<file path="src/rtl/gate_sweep_pkg.sv">
// Shared types for the gate sweep controller and its golden model.
package gate_sweep_pkg;

  typedef enum logic [1:0] {
    OP_AND  = 2'd0,
    OP_OR   = 2'd1,
    OP_XOR  = 2'd2,
    OP_NAND = 2'd3
  } op_e;

  typedef enum logic [1:0] {
    IDLE   = 2'd0,
    SETTLE = 2'd1,
    CHECK  = 2'd2,
    DONE   = 2'd3
  } state_e;

endpackage

</file>
<file path="src/rtl/gate_sweep_ctrl_golden.sv">
// Combinational golden model for an N-input AND/OR/XOR/NAND gate.
module gate_golden
  import gate_sweep_pkg::*;
#(
  parameter int N_IN = 2
) (
  input  op_e             op,
  input  logic [N_IN-1:0] vec,
  output logic            exp
);

  always_comb begin
    exp = 1'b0;
    case (op)
      OP_AND:  exp = &vec;
      OP_OR:   exp = |vec;
      OP_XOR:  exp = ^vec;
      OP_NAND: exp = ~&vec;
      default: exp = 1'b0;
    endcase
  end

endmodule

</file>
<file path="src/rtl/gate_sweep_ctrl.sv">
// Sweep controller: drives every input vector to a gate DUT and checks it against gate_golden.
// Optional stuck-output detection is built when GATE_SWEEP_STUCK_DETECT_EN is defined.
//
// state  | meaning
// IDLE   | waiting for start; results of the last sweep held
// SETTLE | stim held while the DUT output settles
// CHECK  | compare dut_out with golden, advance vector
// DONE   | one-cycle completion pulse, pass valid
module gate_sweep_ctrl
  import gate_sweep_pkg::*;
#(
  parameter int N_IN   = 2,
  parameter int SETTLE = 1
) (
  input  logic            clk,
  input  logic            rst_n,
  input  logic            start,
  input  logic [1:0]      op,
  input  logic            dut_out,
  output logic [N_IN-1:0] stim,
  output logic            busy,
  output logic            done,
  output logic            pass,
  output logic [N_IN:0]   err_count,
  output logic [N_IN-1:0] first_fail_vec,
`ifdef GATE_SWEEP_STUCK_DETECT_EN
  output logic            stuck0,
  output logic            stuck1,
`endif
  output logic            fail_seen
);

  localparam int CW = (SETTLE > 1) ? $clog2(SETTLE) : 1;
  localparam logic [CW-1:0]   SETTLE_LOAD = CW'(SETTLE - 1);
  localparam logic [N_IN-1:0] VEC_LAST    = '1;
  localparam logic [N_IN:0]   ERR_MAX     = {1'b1, {N_IN{1'b0}}};

  state_e            state_q, state_d;
  op_e               op_q, op_d;
  logic [CW-1:0]     cnt_q, cnt_d;
  logic [N_IN-1:0]   stim_q, stim_d;
  logic [N_IN-1:0]   ffv_q, ffv_d;
  logic [N_IN:0]     err_q, err_d;
  logic              pass_q, pass_d;
  logic              fs_q, fs_d;
  logic              golden;
  logic              mismatch;
`ifdef GATE_SWEEP_STUCK_DETECT_EN
  logic              all0_q, all0_d, all1_q, all1_d;
  logic              stuck0_q, stuck0_d, stuck1_q, stuck1_d;
`endif

  gate_golden #(.N_IN(N_IN)) u_golden (
    .op  (op_q),
    .vec (stim_q),
    .exp (golden)
  );

  // Case inequality so an X/Z DUT output is never mistaken for a match.
  assign mismatch = (dut_out !== golden);

  always_comb begin
    state_d = state_q;
    op_d    = op_q;
    cnt_d   = cnt_q;
    stim_d  = stim_q;
    ffv_d   = ffv_q;
    err_d   = err_q;
    pass_d  = pass_q;
    fs_d    = fs_q;
`ifdef GATE_SWEEP_STUCK_DETECT_EN
    all0_d   = all0_q;
    all1_d   = all1_q;
    stuck0_d = stuck0_q;
    stuck1_d = stuck1_q;
`endif
    case (state_q)
      IDLE: begin
        if (start) begin
          op_d    = op_e'(op);
          err_d   = '0;
          ffv_d   = '0;
          fs_d    = 1'b0;
          pass_d  = 1'b0;
          stim_d  = '0;
          cnt_d   = SETTLE_LOAD;
          state_d = gate_sweep_pkg::SETTLE;
`ifdef GATE_SWEEP_STUCK_DETECT_EN
          all0_d   = 1'b1;
          all1_d   = 1'b1;
          stuck0_d = 1'b0;
          stuck1_d = 1'b0;
`endif
        end
      end
      gate_sweep_pkg::SETTLE: begin
        if (cnt_q == '0) state_d = CHECK;
        else             cnt_d   = cnt_q - 1'b1;
      end
      CHECK: begin
        if (mismatch) begin
          if (err_q != ERR_MAX) err_d = err_q + 1'b1;
          if (!fs_q) begin
            ffv_d = stim_q;
            fs_d  = 1'b1;
          end
        end
`ifdef GATE_SWEEP_STUCK_DETECT_EN
        if (dut_out !== 1'b0) all0_d = 1'b0;
        if (dut_out !== 1'b1) all1_d = 1'b0;
`endif
        if (stim_q == VEC_LAST) begin
          pass_d  = ~(fs_q | mismatch);
          state_d = DONE;
`ifdef GATE_SWEEP_STUCK_DETECT_EN
          stuck0_d = all0_q & (dut_out === 1'b0);
          stuck1_d = all1_q & (dut_out === 1'b1);
`endif
        end else begin
          stim_d  = stim_q + 1'b1;
          cnt_d   = SETTLE_LOAD;
          state_d = gate_sweep_pkg::SETTLE;
        end
      end
      DONE:    state_d = IDLE;
      default: state_d = IDLE;
    endcase
  end

  always_ff @(posedge clk) begin
    if (!rst_n) begin
      state_q <= IDLE;
      op_q    <= OP_AND;
      cnt_q   <= '0;
      stim_q  <= '0;
      ffv_q   <= '0;
      err_q   <= '0;
      pass_q  <= 1'b0;
      fs_q    <= 1'b0;
`ifdef GATE_SWEEP_STUCK_DETECT_EN
      all0_q   <= 1'b0;
      all1_q   <= 1'b0;
      stuck0_q <= 1'b0;
      stuck1_q <= 1'b0;
`endif
    end else begin
      state_q <= state_d;
      op_q    <= op_d;
      cnt_q   <= cnt_d;
      stim_q  <= stim_d;
      ffv_q   <= ffv_d;
      err_q   <= err_d;
      pass_q  <= pass_d;
      fs_q    <= fs_d;
`ifdef GATE_SWEEP_STUCK_DETECT_EN
      all0_q   <= all0_d;
      all1_q   <= all1_d;
      stuck0_q <= stuck0_d;
      stuck1_q <= stuck1_d;
`endif
    end
  end

  assign stim           = stim_q;
  assign busy           = (state_q == gate_sweep_pkg::SETTLE) || (state_q == CHECK);
  assign done           = (state_q == DONE);
  assign pass           = pass_q;
  assign err_count      = err_q;
  assign first_fail_vec = ffv_q;
  assign fail_seen      = fs_q;
`ifdef GATE_SWEEP_STUCK_DETECT_EN
  assign stuck0         = stuck0_q;
  assign stuck1         = stuck1_q;
`endif

endmodule
</file>
<file path="config.mk">
export PLATFORM = sky130hd
export DESIGN_NAME = gate_sweep_ctrl
export DESIGN_NICKNAME = d
export VERILOG_FILES = /design/src/rtl/gate_sweep_pkg.sv /design/src/rtl/gate_sweep_ctrl_golden.sv /design/src/rtl/gate_sweep_ctrl.sv
export SDC_FILE = /design/constraint.sdc
export NUM_CORES = 1
export LEC_CHECK = 0
export BUFFER_PORTS_ARGS = -buffer_cell sky130_fd_sc_hd__buf_2
export CAP_MARGIN = 20
export CELL_PAD_IN_SITES_DETAIL_PLACEMENT = 0
export CELL_PAD_IN_SITES_GLOBAL_PLACEMENT = 1
export CORE_AREA = 8 8 51 53
export CTS_BUF_LIST = sky130_fd_sc_hd__clkbuf_4
export CTS_CLUSTER_SIZE = 40
export DETAILED_ROUTE_END_ITERATION = 12
export DIE_AREA = 0 0 59 61
export GPL_TIMING_DRIVEN = 0
export PLACE_DENSITY = 0.81
export SETUP_SLACK_MARGIN = 0.3
export SYNTH_ARGS = -nofsm -noshare
export SYNTH_HDL_FRONTEND = slang
export SYNTH_SLANG_ARGS = --single-unit
</file>
<file path="constraint.sdc">
create_clock -name clk -period 4.05 [get_ports clk]
set_input_delay 0.405 -clock clk [delete_from_list [all_inputs] [get_ports clk]]
set_output_delay 0.405 -clock clk [all_outputs]
set_load 0.05 [all_outputs]
</file>
# Word level (Yosys, flattened, before mapping)
# Index checks and enable logic that the tools add are counted.
# totals
latchBits,0
elab_cells,69
mem_count,0
reg_bits,14
romBits,0
ramBits,0
output_inout_bits,11
input_bits,6
# classes
eq_ne,16
n_shift,0
add_sub_neg,3
n_div,0
n_reduce_logical,17
bitwise,2
magnitude_cmp,0
muxes,23
multipliers,0
# ops
cell,n
2-bit two-way mux,7
"2-bit != test, second input constant",7
3-bit AND reduction,4
"2-bit == test, second input constant",5
3-bit two-way mux,3
2-bit case mux with 2 select lines,2
2-bit case mux with 4 select lines,1
4-bit AND reduction,2
3-bit case mux with 2 select lines,1
2-bit AND reduction,3
1-bit two-way mux,5
"2-bit by 1-bit == test with 1-bit output, second input constant",2
2-bit logical NOT,2
1-bit case mux with 2 select lines,2
1-bit case mux with 4 select lines,1
"3-bit by 1-bit adder with 3-bit output, second input constant",1
"3-bit != test, second input constant",1
1-bit case mux with 3 select lines,1
3-bit nonzero test,1
"2-bit by 1-bit adder with 2-bit output, second input constant",1
2-bit nonzero test,1
2-bit OR reduction,1
2-bit XOR reduction,1
1-bit logical NOT,1
other kinds (5),5

# Longest topological paths before layout
# Gate-level depths: netlist (run 1).
# logic_depth
word_depth,8
depth_mapped,8
depth_no_buf,7

# Cells and area by module
# A second synthesis (run 1) with hierarchy kept.
# hier_totals
hier_cells,102
area_unflattened_um2,839.6
# modules_own_cells
module,cells_per_inst,seq_area_each_um2,area_each_um2,instances
gate_sweep_ctrl,92,260.2,775.7,1
gate_golden,10,0.0,63.8,1

# Worst setup path after synthesis (run 1)
# OpenSTA, ideal clock, no wires.
# synth_timing
path_type,reg2reg
from,reg stim_q[0] (netlist: stim[0])
to,reg pass_q (netlist: pass)
path_buffers,0
setup_time_ps,79
synth_period_minus_slack_ps,2314
arrival_ps,2235
path_stages_with_launch,8
path_slack_ps,1736
t_required_ps,3971
path_cell_list,dfxtp_1 inv_1 ha_1 mux2_4 mux2i_4 xnor2_2 or3_1 a211oi_2
# synth_via
elab_chain_len,8
elab_cells_between_ends,13
cone_classes,3 x eq/ne; 3 x mux; 2 x bitwise; 5 x reduce/logical
# synth_rtl
item,line_no,source
from (decl),gate_sweep_ctrl.sv:41,"logic [N_IN-1:0] stim_q, stim_d;"
from (signal assigned),gate_sweep_ctrl.sv:150,stim_q <= stim_d;
2-bit AND reduction,"gate_sweep_ctrl_golden.sv:15, gate_sweep_ctrl_golden.sv:18",
1-bit logical NOT,gate_sweep_ctrl_golden.sv:18,OP_NAND: exp = ~&vec;
1-bit case mux with 4 select lines,gate_sweep_ctrl_golden.sv:14,case (op)
1-bit case inequality test,gate_sweep_ctrl.sv:60,assign mismatch = (dut_out !== golden);
1-bit OR,gate_sweep_ctrl.sv:113,pass_d = ~(fs_q | mismatch);
1-bit inverter,gate_sweep_ctrl.sv:113,
1-bit two-way mux,gate_sweep_ctrl.sv:112,if (stim_q == VEC_LAST) begin
1-bit case mux with 2 select lines,gate_sweep_ctrl.sv:77,case (state_q)
to (signal assigned),gate_sweep_ctrl.sv:153,pass_q <= pass_d;
to (decl),gate_sweep_ctrl.sv:44,"logic pass_q, pass_d;"
# Several ways; a longest one is shown, not always the timed one. The select of a mux whose other input is x is not followed.
# A chain may end at the register's enable or synchronous reset.

# Worst setup path in the final report (run 1)
# Same ends and word-level chain as after synthesis.

==> results of run 1 <==
-- power breakdown --
group	leakage, nW	internal (mW)	total [mW]	switching, mW
logic	0.255	0.0313	0.0955	0.0642
clock network	0.0184	0.0448	0.0855	0.0407
registers	0.105	0.134	0.141	0.00637
total	0.378	0.210	0.322	0.111
-- through the flow --
stage               total power, mW  instance area [µm²]
finish                        0.322                  906
global route                  0.341                  906
CTS                           0.326                  906
detailed placement            0.240                  876
global placement              0.238                  876
floorplan                     0.220                  762
-- cells by family after synthesis --
kind of cell               Yosys count  share of synthesized area
AOI/OAI and AO/OA                   22                      0.209
adders and majority gates            8                      0.131
and+or+nand+nor                     27                      0.171
muxes                                4                     0.0772
DFF                                 13                      0.342
xor gates and xnor gates             1                     0.0214
buffers and inverters               10                     0.0493
-- worst max-delay path by stage --
stage                                     from                 to  slack, ns  cells after the start
after detailed placement  stim[0]$_SDFFE_PN0P_  pass$_SDFFE_PN0P_       1.96                      7
final                     stim[0]$_SDFFE_PN0P_  pass$_SDFFE_PN0P_       1.94                      7
after global placement    stim[0]$_SDFFE_PN0P_  pass$_SDFFE_PN0P_       1.97                      7
after global routing      stim[0]$_SDFFE_PN0P_  pass$_SDFFE_PN0P_       1.83                      7
after CTS                 stim[0]$_SDFFE_PN0P_  pass$_SDFFE_PN0P_       1.93                      7
after floorplan           stim[0]$_SDFFE_PN0P_  pass$_SDFFE_PN0P_       1.74                      7
-- flip-flops by register name, indices dropped and copies added, names as in the netlist --
signal	cells
state_q	2
first_fail_vec	2
op_q	2
stim	2
pass	1
err_count	3
fail_seen	1
-- layout by cell type (no fill, tap or decap), types with 2 or more instances in the layout --
cell type,Yosys,final
nor3_1,4,4
o21ai_0,2,2
clkbuf_4,0,4
ha_1,8,8
buf_2,0,16
clkbuf_1,2,2
a22oi_1,2,2
a32o_1,3,3
dfxtp_1,13,13
inv_1,8,8
nand3_1,3,3
nand2_1,9,9
a21oi_1,7,7
nor3b_1,2,2
nor2_1,5,5
-- worst max-delay path, cell delays in order, from the launching register on --
cell      delay (ns)
dfxtp_1         0.41
inv_1           0.09
ha_1            0.31
mux2_4          0.27
mux2i_4         0.16
xnor2_2         0.18
or3_1           0.40
a211oi_2        0.21
-- metal layers --
layer  part of all wire  vias to the layer above
met3              0.043                        4
met2               0.47                       17
li1                   -                      343
met5                  0                        -
met1               0.47                      314
met4              0.013                        0
-- area by class of cell --
| class | count | area, µm² |
|---|---|---|
| clock buffer | 4 | 30.0 |
| sequential | 13 | 260 |
| buffer | 2 | 7.51 |
| timing repair buffer | 16 | 80.1 |
| inverter | 8 | 30.0 |
| tap | 27 | 33.8 |
| fill | 209 | 936 |
| multi-input combinational | 62 | 464 |
==> results.json, run 1 <==
{
  "synthArstFlopShare": 0,
  "worstPathMaxFanout": 10,
  "area.growth.synth_to_final_pct": 18.9,
  "final_core_density": 0.492,
  "setup_tns_ns": 0,
  "ant_nets": 0,
  "die_width_um": 59,
  "grt_use_met2": 0.168,
  "globalplace.congestion": 0.769,
  "synth-seq-cells": 13,
  "netlist_top_cells_count": "dfxtp_1 (13), nand2_1 (9), ha_1 (8), inv_1 (8), a21oi_1 (7)",
  "timing.final.ws_setup_ns": 1.94,
  "maximum_number_of_pins_on_one_net_before_global_route_repair": 11,
  "post-cts-setup-buffers": 0,
  "fin_hold_ws_ns": 0.380,
  "cap_violations": 0,
  "synth_top_flop_cell": "dfxtp_1",
  "die_height_um": 61,
  "path_clk_slew_ns": 0.08,
  "n_antenna_cell": 0,
  "io_pins": 17,
  "timing.rr.end": "pass$_SDFFE_PN0P_",
  "startpoint_type": "flop",
  "worst-endpoint-arrival_ns": 2.30,
  "worstPathRequired_ns": 4.25,
  "largest_buffer_count_on_any_clock_path": 2,
  "antenna_found_initial": 0,
  "yosysUniqueCellTypes": 30,
  "fin_cells": 132,
  "max_slew_margin": 0.664,
  "dp_hpwl_mm": 1.25,
  "yosysTopAreaCellShare": 0.342,
  "cts_made_buffers": 3,
  "finish.net_count": 120,
  "max_freq_mhz": 475,
  "first_global_vias": 646,
  "hold_path.startpoint": "op[0]",
  "detailed_route_via_count": 678,
  "overall_routed_net_length_mm": 1.59,
  "peakVddDrop_uv": 191,
  "synthMostInstantiatedCell": "dfxtp_1",
  "dieArea_um2": 3600,
  "busiest_layer": "met2",
  "tritoncts": "done",
  "cts_hold_buf": 0,
  "synthesis.nets": 99,
  "worst_reg2reg_path_depth": 7,
  "grt_use_total": 0.0968,
  "grt_use_met3": 0.0233,
  "power-per-cell-area_nw_per_um2": 355,
  "first_pass_iters": 4,
  "coreArea_um2": 1840,
  "gr-total-overflow": 0,
  "finalClockSkew_ns": 0.00467,
  "report.final.setup_viol": 0,
  "route.detailed.vias_per_inst": 5.14,
  "r2r_setup_slk_ns": 1.94,
  "post_synth_instance_area_um2": 762,
  "r2r-start": "stim[0]$_SDFFE_PN0P_",
  "synth-warning-count": 0,
  "drt_drc_violations_left": 0,
  "synth.area.top_cells": "dfxtp_1 (34%), ha_1 (13%), a21oi_1 (4.6%)",
  "detail_route.iter0.violations": 10,
  "layout_worst_path_cycle_share": 0.520,
  "post_layout_min_period_ns": 2.11,
  "insertion_delay_ns": 0.27,
  "unrepaired_setup_endpoints_after_global_routing": "no",
  "grt_pass1_wl_mm": 2.75,
  "static-leakage-power_nw": 0.378,
  "timing_hold_violations_final": 0,
  "post_cts.resized_instances": 0,
  "library_cell_with_the_largest_summed_area_after_synthesis": "dfxtp_1",
  "crit_type": "reg -> reg",
  "core.rowCount": 16,
  "routed_wire_length_per_instance_um": 12.0,
  "edff_count_synth": 0,
  "worst-slew-pin-transition_ns": 0.502,
  "port_buffers": 16,
  "drive_gt1_frac": 0.248,
  "min-delay-path-class": "in -> reg",
  "hold_path_end": "op_q[0]$_SDFFE_PN0P_",
  "synthesis.area_per_instance_um2": 8.96,
  "status": "finished, final reports clean",
  "synthesis.instances": 85,
  "ys_seq_area_frac": 0.342,
  "start_util": 0.414,
  "place_worst_setup_slack_ns": 1.96,
  "cts.htree.levels": 1,
  "place.detailed.instances": 128,
  "report.final.slew_viol_count": 0,
  "worst_hold_path.num_cells": 3,
  "clock_sink_count": 13,
  "timing.critical_path.to_type": "flop",
  "gr-usage-met1": 0.111,
  "root_buffer": "clkbuf_4"
}
Note: power is estimated with default switching activity, not from simulation.
==> inputs of run 2 (changes only) <==
--- a/config.mk
+++ b/config.mk
@@ -9,13 +9,13 @@
 export CAP_MARGIN = 20
 export CELL_PAD_IN_SITES_DETAIL_PLACEMENT = 0
 export CELL_PAD_IN_SITES_GLOBAL_PLACEMENT = 1
-export CORE_AREA = 8 8 51 53
+export CORE_AREA = 8 8 53 55
 export CTS_BUF_LIST = sky130_fd_sc_hd__clkbuf_4
 export CTS_CLUSTER_SIZE = 40
 export DETAILED_ROUTE_END_ITERATION = 12
-export DIE_AREA = 0 0 59 61
+export DIE_AREA = 0 0 61 63
 export GPL_TIMING_DRIVEN = 0
-export PLACE_DENSITY = 0.81
+export PLACE_DENSITY = 0.74
 export SETUP_SLACK_MARGIN = 0.3
 export SYNTH_ARGS = -nofsm -noshare
 export SYNTH_HDL_FRONTEND = slang
==> constraint.sdc (replaced) <==
create_clock -name clk -period 2.05 [get_ports clk]
set_input_delay 0.205 -clock clk [delete_from_list [all_inputs] [get_ports clk]]
set_output_delay 0.205 -clock clk [all_outputs]
set_load 0.05 [all_outputs]
==> run 2 against run 1 <==
Against the previous run: wire length grew 12%; worst setup slack worse by 1.7 ns; register-to-register slack got worse by 1.7 ns; clock skew about the same; clock power is 110% higher; power up 110%; largest cell class unchanged; largest power group unchanged.
==> results.json, run 2 (synthesized netlist as in run 1, its figures left out) <==
{
  "drive_gt1_frac": 0.422,
  "cp_slowest_stage_delay_ns": 0.39,
  "multi_input_area_um2": 536,
  "worst-slew-pin-transition_ns": 0.375,
  "net_switching_power_figure_mw": 0.243,
  "detailed_route_via_count": 689,
  "first_pass_iters": 4,
  "worstPathMaxFanout": 7,
  "timing.critical_path.to_type": "flop",
  "area.growth.synth_to_final_pct": 34.5,
  "worst_hold_path.num_cells": 3,
  "hold_path.startpoint": "op[0]",
  "setup_tns_ns": 0,
  "static-leakage-power_nw": 0.428,
  "power.switching_fraction": 0.356,
  "startpoint_type": "flop",
  "largest_reg_flops": 3,
  "insertion_delay_ns": 0.28,
  "r2r-start": "stim[0]$_SDFFE_PN0P_",
  "tritoncts": "done",
  "clock_sink_count": 13,
  "status": "finished, final reports clean",
  "final_core_density": 0.497,
  "start_util": 0.369,
  "overall_routed_net_length_mm": 1.78,
  "dieArea_um2": 3840,
  "cts.htree.levels": 1,
  "cp_slowest_cell": "dfxtp_4",
  "place_worst_setup_slack_ns": 0.0319,
  "largest_buffer_count_on_any_clock_path": 2,
  "r2r_setup_slk_ns": 0.22,
  "mostFrequentLayoutCell": "buf_2",
  "timing_hold_violations_final": 0,
  "unrepaired_setup_endpoints_after_global_routing": "yes",
  "worstPathRequired_ns": 2.25,
  "post_layout_min_period_ns": 1.83,
  "first_global_vias": 742,
  "finalClockSkew_ns": 0.00452,
  "coreArea_um2": 2060,
  "die_height_um": 63,
  "p_clk_frac": 0.260,
  "critical-path-top-delay-family": "multiplexers",
  "finish.net_count": 124,
  "min-delay-path-class": "in -> reg",
  "routed_wire_length_per_instance_um": 13.0,
  "worst-endpoint-arrival_ns": 2.04,
  "antenna_found_initial": 0,
  "layout_worst_path_cycle_share": 0.893,
  "report.final.setup_viol": 0,
  "grt_use_total": 0.107,
  "root_buffer": "clkbuf_4",
  "power.share.combinational": 0.332,
  "io_pins": 17,
  "share_seq_of_total_power": 0.408,
  "gr-total-overflow": 0,
  "critical_path_buf_inv_count": 1,
  "final_cell_area_um2": 1020,
  "crit_type": "reg -> reg",
  "detail_route.iter0.violations": 10,
  "path_clk_slew_ns": 0.09,
  "place_area_um2": 911,
  "peakVddDrop_uv": 314,
  "power-per-cell-area_nw_per_um2": 666,
  "timing.critical_path.cells": "inv_4 -> ha_4 -> mux2_4 -> mux2i_4 -> xnor2_4 -> or3_1 -> a211oi_2",
  "port_buffers": 16,
  "sequential_cell_area_um2": 269,
  "route.detailed.vias_per_inst": 5.03,
  "n_antenna_cell": 0,
  "fillerInstances": 218,
  "cts_made_buffers": 3,
  "hold_path_end": "op_q[0]$_SDFFE_PN0P_",
  "core.rowCount": 17,
  "max_slew_margin": 0.747,
  "cap_violations": 0,
  "drt_drc_violations_left": 0,
  "grt_pass1_wl_mm": 3.19,
  "globalplace.congestion": 0.743,
  "dp_hpwl_mm": 1.35,
  "timing.rr.end": "pass$_SDFFE_PN0P_",
  "worst_reg2reg_path_depth": 7,
  "mostFrequentLayoutCells": "buf_2 (16), dfxtp_1 (10), nand2_1 (9), a21oi_1 (7)",
  "die_width_um": 61,
  "max_freq_mhz": 546,
  "ant_nets": 0,
  "timing.final.ws_setup_ns": 0.219,
  "maximum_number_of_pins_on_one_net_before_global_route_repair": 11,
  "p_int_mw": 0.439,
  "report.final.slew_viol_count": 0
}
-- run 2: cell count changes in the layout (fill, tap and decap cells not counted), moves of 2 or more --
cell      delta
buf_4        +4
clkbuf_1     -2
dfxtp_1      -3
dfxtp_4      +2
ha_1         -3
ha_4         +2
inv_1        -4
inv_2        +3
-- run 2: timing repair --
item / CTS / global route
setup endpoints to repair: 8 / 7
pin swaps: 3 / 2
gates resized for setup: 11 / 4
buffers inserted: 3 / 1
hold buffers: 0 / 0
-- run 2: layout make-up --
type	instances	share of cell area
sequential	13	0.263
multi-input combinational	62	0.523
timing repair buffer	20	0.107
inverter	8	0.0317
buffer	2	0.0122
tap	28	0.0342
clock buffer	4	0.0293
-- run 2: worst register-to-register path, delay by kind of cell, from the launching register on --
kind	cells	cell delay (ns)
AND/OR/NAND/NOR	1	0.34
adder cells (fa/ha/maj)	1	0.23
buffers and inverters	1	0.04
AO/OA/AOI/OAI	1	0.18
flip-flops	1	0.39
multiplexers	2	0.47
XOR/XNOR	1	0.12
-- run 2: worst max-delay path by stage --
stage / startpoint / to / slack (ns) / cells past startpoint
after global routing: stim[0]$_SDFFE_PN0P_ / pass$_SDFFE_PN0P_ / 0.12 / 7
after global placement: state_q[1]$_SDFFE_PN0P_ / pass$_SDFFE_PN0P_ / 0.08 / 8
final: stim[0]$_SDFFE_PN0P_ / pass$_SDFFE_PN0P_ / 0.22 / 7
after floorplan: stim[0]$_SDFFE_PN0P_ / pass$_SDFFE_PN0P_ / 0.16 / 7
after CTS: stim[0]$_SDFFE_PN0P_ / pass$_SDFFE_PN0P_ / 0.21 / 7
after detailed placement: state_q[1]$_SDFFE_PN0P_ / pass$_SDFFE_PN0P_ / 0.03 / 8
-- run 2: stage by stage --
| step | power [mW] | hold slack [ns] | cells |
|---|---|---|---|
| after global routing | 0.735 | 0.155 | 137 |
| final | 0.682 | 0.169 | 137 |
| after floorplan | 0.438 | 0.323 | 85 |
| after detailed placement | 0.480 | 0.449 | 129 |
| after CTS | 0.677 | 0.166 | 136 |
| after global placement | 0.477 | 0.447 | 129 |
-- run 2: power groups by stage --
stage	logic, mW	clock network (mW)	registers (mW)
final	0.226	0.178	0.279
after global routing	0.253	0.202	0.280
after CTS	0.218	0.181	0.278
after detailed placement	0.196	0	0.283
after global placement	0.194	0	0.283
after floorplan	0.147	0	0.291
-- run 2: routing by layer --
metal	global-route usage	wire length [µm]	vias to the layer above
met5	0	0	-
met3	0.0350	107	5
met2	0.168	828	13
met4	0.0525	31	0
li1	-	-	350
met1	0.123	809	321
